<file path="src/rtl/bus_arbiter_mux.sv">
// bus_arbiter_mux: registered one-hot bus multiplexer with multi-driver conflict detection.
// Define BUS_PARITY_EN to add the registered bus_parity output.
module bus_arbiter_mux #(
  parameter int WIDTH     = 32,
  parameter int NSRC      = 24,
  parameter int SELW      = 5,
  parameter bit HOLD_LAST = 1
) (
  input  logic                  clk,
  input  logic                  clr,
  input  logic [NSRC*WIDTH-1:0] src_data,
  input  logic [NSRC-1:0]       src_out,
  input  logic                  stall,
  output logic [WIDTH-1:0]      bus_out,
  output logic                  bus_valid,
  output logic [SELW-1:0]       bus_sel,
  output logic                  conflict,
`ifdef BUS_PARITY_EN
  output logic                  bus_parity,
`endif
  output logic [7:0]            conflict_cnt
);
  typedef enum logic [1:0] {IDLE, DRIVE, FAULT} state_t;
  state_t           state_q, state_d;
  logic [WIDTH-1:0] bus_q, bus_d, pick, idle_bus;
  logic [SELW-1:0]  sel_q, sel_d, idx;
  logic [7:0]       cnt_q, cnt_d;
  logic             valid_q, valid_d, conf_q, conf_d, any, multi;
  // Descending scan so the lowest enabled source wins idx/pick.
  always_comb begin
    any   = 1'b0;
    multi = 1'b0;
    idx   = '0;
    pick  = '0;
    for (int i = NSRC - 1; i >= 0; i--) begin
      if (src_out[i]) begin
        multi = multi | any;
        any   = 1'b1;
        idx   = SELW'(i);
        pick  = src_data[i*WIDTH +: WIDTH];
      end
    end
  end
  assign idle_bus = HOLD_LAST ? bus_q : '0;
  always_comb begin
    state_d = state_q;
    bus_d   = bus_q;
    sel_d   = sel_q;
    valid_d = valid_q;
    cnt_d   = cnt_q;
    conf_d  = 1'b0;
    if (!stall) begin
      valid_d = 1'b0;
      if (!any) begin
        state_d = IDLE;
        bus_d   = idle_bus;
      end else if (state_q != FAULT && !multi) begin
        state_d = DRIVE;
        bus_d   = pick;
        sel_d   = idx;
        valid_d = 1'b1;
      end else if (state_q != FAULT) begin
        state_d = FAULT;
        conf_d  = 1'b1;
        cnt_d   = (&cnt_q) ? cnt_q : cnt_q + 8'd1;
      end
    end
  end
  always_ff @(posedge clk or posedge clr) begin
    if (clr) begin
      state_q <= IDLE;
      bus_q   <= '0;
      sel_q   <= '0;
      valid_q <= 1'b0;
      conf_q  <= 1'b0;
      cnt_q   <= '0;
    end else begin
      state_q <= state_d;
      bus_q   <= bus_d;
      sel_q   <= sel_d;
      valid_q <= valid_d;
      conf_q  <= conf_d;
      cnt_q   <= cnt_d;
    end
  end
`ifdef BUS_PARITY_EN
  logic par_q;
  always_ff @(posedge clk or posedge clr) begin
    if (clr) par_q <= 1'b0;
    else     par_q <= ^bus_d;
  end
  assign bus_parity = par_q;
`endif
  assign bus_out      = bus_q;
  assign bus_valid    = valid_q;
  assign bus_sel      = sel_q;
  assign conflict     = conf_q;
  assign conflict_cnt = cnt_q;
endmodule

</file>
<file path="config.mk">
export PLATFORM = sky130hd
export DESIGN_NAME = bus_arbiter_mux
export DESIGN_NICKNAME = d
export VERILOG_FILES = /design/src/rtl/bus_arbiter_mux.sv
export SDC_FILE = /design/constraint.sdc
export NUM_CORES = 1
export LEC_CHECK = 0
export ABC_AREA = 1
export CELL_PAD_IN_SITES_DETAIL_PLACEMENT = 0
export CELL_PAD_IN_SITES_GLOBAL_PLACEMENT = 1
export CORE_AREA = 2 2 327 329
export DETAILED_ROUTE_END_ITERATION = 12
export DIE_AREA = 0 0 329 331
export PLACE_DENSITY_LB_ADDON = 0.1
export SYNTH_ARGS = -nofsm -noshare
export SYNTH_HDL_FRONTEND = slang
export SYNTH_SLANG_ARGS = --single-unit
</file>
<file path="constraint.sdc">
create_clock -name clk -period 1.6 [get_ports clk]
set_clock_uncertainty 0.05 [all_clocks]
set_input_delay 0.24 -clock clk [delete_from_list [all_inputs] [get_ports clk]]
set_output_delay 0.24 -clock clk [all_outputs]
set_load 0.02 [all_outputs]
</file>
==> results.toml <==
[synthesis]
yosys_register_bits = 49
synth_cell_type_count = 38
synthTopCellsByCount = "611 x nand2_1, 239 x nor2_1, 112 x a221oi_1, 97 x o221a_2, 86 x a21oi_1"
synth_xor_area_frac = 0.00701
synth_edf_count = 0
ys_seq_area_frac = 0.140
synth.most_common_cell = "nand2_1"
synthMuxAreaShare = 0
synthTopCellsByArea = "nand2_1 26%, dfrtp_1 14%, o221a_2 12%, a221oi_1 11%, nor2_1 10%"
yosys.area.top_type = "nand2_1"
syn-num-nets = 2350
avgSynthCellArea_um2 = 5.63
ys_warn_count = 0
synth_flop_cell = "dfrtp_1"
synth_top_area_frac = 0.262
syn_area_um2 = 8750
synth-compound-area-share = 0.357
synthAdderAreaFrac = 0.00143
async_reset_ff_frac = 1.00
synth_cells = 1554
synthSimpleGateAreaFrac = 0.415
synth_top_family_by_area = "simple AND/OR/NAND/NOR gates"

[power_and_ir_drop]
leakage_nw = 9.38
seqPwrFrac = 0.160
cellPowerDensity_nw_per_um2 = 347
clock_power_share = 0.168
swShare = 0.380
p_int_mw = 4.94
pwr-share-comb = 0.672
p_sw_mw = 3.03
ir_drop_mv = 0.313

[drt]
routed_via_density = 3.94
ant_nets = 0
first_pass_iters = 5
drtIter0Drc = 764
wire_per_inst_um = 27.7
finalWirelength_um = 112000
detailroute.via_count = 15900
drc = 0

[clock_tree]
cts_tree = "yes"
cts_hold_buf = 0
cts_buffers = 5
path_clk_slew_ps = 80
clk_latency_ps = 310
cts.sinks = 49
htreeDepth = 2
clockBufferDepth = 2
root_buffer = "clkbuf_16"

[place]
dpl_cell_area_um2 = 21200
hpwl_um = 101000
dpl.cell_count = 3975
port_buffers = 841
routabilityCongestion = 0.885

[final_layout]
fillers = 11900
stdcell_count = 4046
final_net_count = 3432
final_cell_area_um2 = 23000
ff_latch_area_um2 = 1230
drive_gt1_frac = 0.266
syn2layout_area_growth_pct = 163
fin_util = 0.219
multi_input_area_um2 = 7910

[die]
start_util = 0.0834
row_count = 119
coreArea_um2 = 105000
die_h_um = 331
io_pins = 842
dieArea_um2 = 109000
die-width_um = 329

[worst_setup_path]
cp-end-kind = "flip-flop"
arrival_ps = 2320
startpoint_type = "input pin"
crit_type = "input pin to flip-flop"
worst_ep_required_time_ps = 1750
crit_fanout = 5

[run_status]
status = "finished with violations"
violations = "setup timing"

[global_routing]
grt_max_degree = 34
antenna_found_initial = 46
grt_pass1_vias = 16800
grt_pass1_wl_um = 145000
gr-total-overflow = 0
grt_use_total = 0.197

[timing]
finalSetupViolations = 49
fin_setup_tns_ps = -23690
layout_min_cycle_time_ps = 2170
fmax_mhz = 462
hold_ws_ps = 128
tightest_slew_ps = 654
slew_viol_final = 0
grt_setup_unrepaired = "true"
slew_headroom = 0.564
setup_ws_ps = -567
period_share = 1.35
hold_violations = 0

[run]
drv_cap = 0

[min_path]
hold_path_class = "input pin to asynchronous set/reset pin"
==> path summary, 6_finish.rpt <==
| check | start | end | cells past startpoint | slack (ps) |
|---|---|---|---|---|
| min in group clk | bus_out[25]$_DFFE_PP0P_ | bus_out[25]$_DFFE_PP0P_ | 2 | 430 |
| min | clr | conflict_cnt[5]$_DFFE_PP0P_ | 2 | 130 |
| max | src_out[20] | bus_out[13]$_DFFE_PP0P_ | 17 | -570 |
| max in group asynchronous | clr | bus_out[1]$_DFFE_PP0P_ | 3 | 860 |
| min reg2reg | bus_out[25]$_DFFE_PP0P_ | bus_out[25]$_DFFE_PP0P_ | 2 | 430 |
| max reg2reg | conflict_cnt[1]$_DFFE_PP0P_ | conflict_cnt[0]$_DFFE_PP0P_ | 7 | -170 |
==> state kept, by name (all words and copies together) (netlist names) <==
| signal | flops |
|---|---|
| bus_valid | 1 |
| conflict_cnt | 8 |
| conflict | 1 |
| state_q | 2 |
| bus_sel | 5 |
| bus_out | 32 |
==> cell type report <==
class | count | area share
Tap cell | 1391 | 0.0757
Clock inverter | 3 | 0.00201
Antenna cell | 18 | 0.00196
Inverter | 60 | 0.0117
Multi-Input combinational cell | 1335 | 0.344
Timing Repair Buffer | 1185 | 0.505
Clock buffer | 5 | 0.00544
Sequential cell | 49 | 0.0535
==> critical path, stage by stage <==
cell	delay, ps
buf_6	100
buf_6	110
nor2_4	90
buf_12	120
inv_4	30
nor2_4	130
inv_2	70
o21ai_4	200
nand3_4	100
a211oi_2	240
buf_4	170
nand4_4	90
buf_12	170
buf_12	140
buf_12	140
nor2_4	90
a21oi_2	60
==> kinds of logic after synthesis <==
logic type	count (synthesis)
AOI/OAI and AO/OA	401
xor gates and xnor gates	7
adders and majority gates	1
buffers and inverters	171
DFF	49
and+or+nand+nor	925
==> what timing repair did <==
item,in CTS,in global routing
cloned,4,2
resized for setup,300,129
pin swaps,40,59
buffers inserted,31,13
endpoints found under the setup margin,91,53
==> metrics by stage <==
stage          setup slack [ps]  power (mW)
2_1_floorplan              -217        2.64
5_1_grt                    -628        8.46
3_3_place_gp              -1850        6.44
4_1_cts                    -650        8.05
6_report                   -567        7.97
3_5_place_dp              -1770        6.40
==> cell usage in the layout, fill, tap and decap left out, types with 47 or more instances in the layout <==
master	netlist	final
clkdlybuf4s50_1	0	769
o221a_2	97	97
nand3_1	55	51
nand2_2	2	70
a21oi_1	86	71
dfrtp_1	49	47
nor2_1	239	197
dlygate4sd2_1	0	49
o21ai_0	53	49
a221oi_1	112	90
nand2_1	611	521
buf_4	1	275
==> power by group through the flow <==
stage | sequential [mW] | clock [mW] | combinational, mW
4_1_cts | 1.28 | 1.42 | 5.36
3_5_place_dp | 1.30 | 0 | 5.10
5_1_grt | 1.28 | 1.45 | 5.73
6_report | 1.28 | 1.34 | 5.35
2_1_floorplan | 1.33 | 0 | 1.31
3_3_place_gp | 1.30 | 0 | 5.14
==> layer usage <==
metal / GRT usage / vias up / part of all wire
li1: - / 7623 / -
met1: 0.239 / 7616 / 0.42
met2: 0.354 / 564 / 0.50
met3: 0.0454 / 86 / 0.059
met4: 0.0355 / 42 / 0.016
met5: 0 / - / 0.0024
Note: power is estimated with default switching activity, not from simulation.
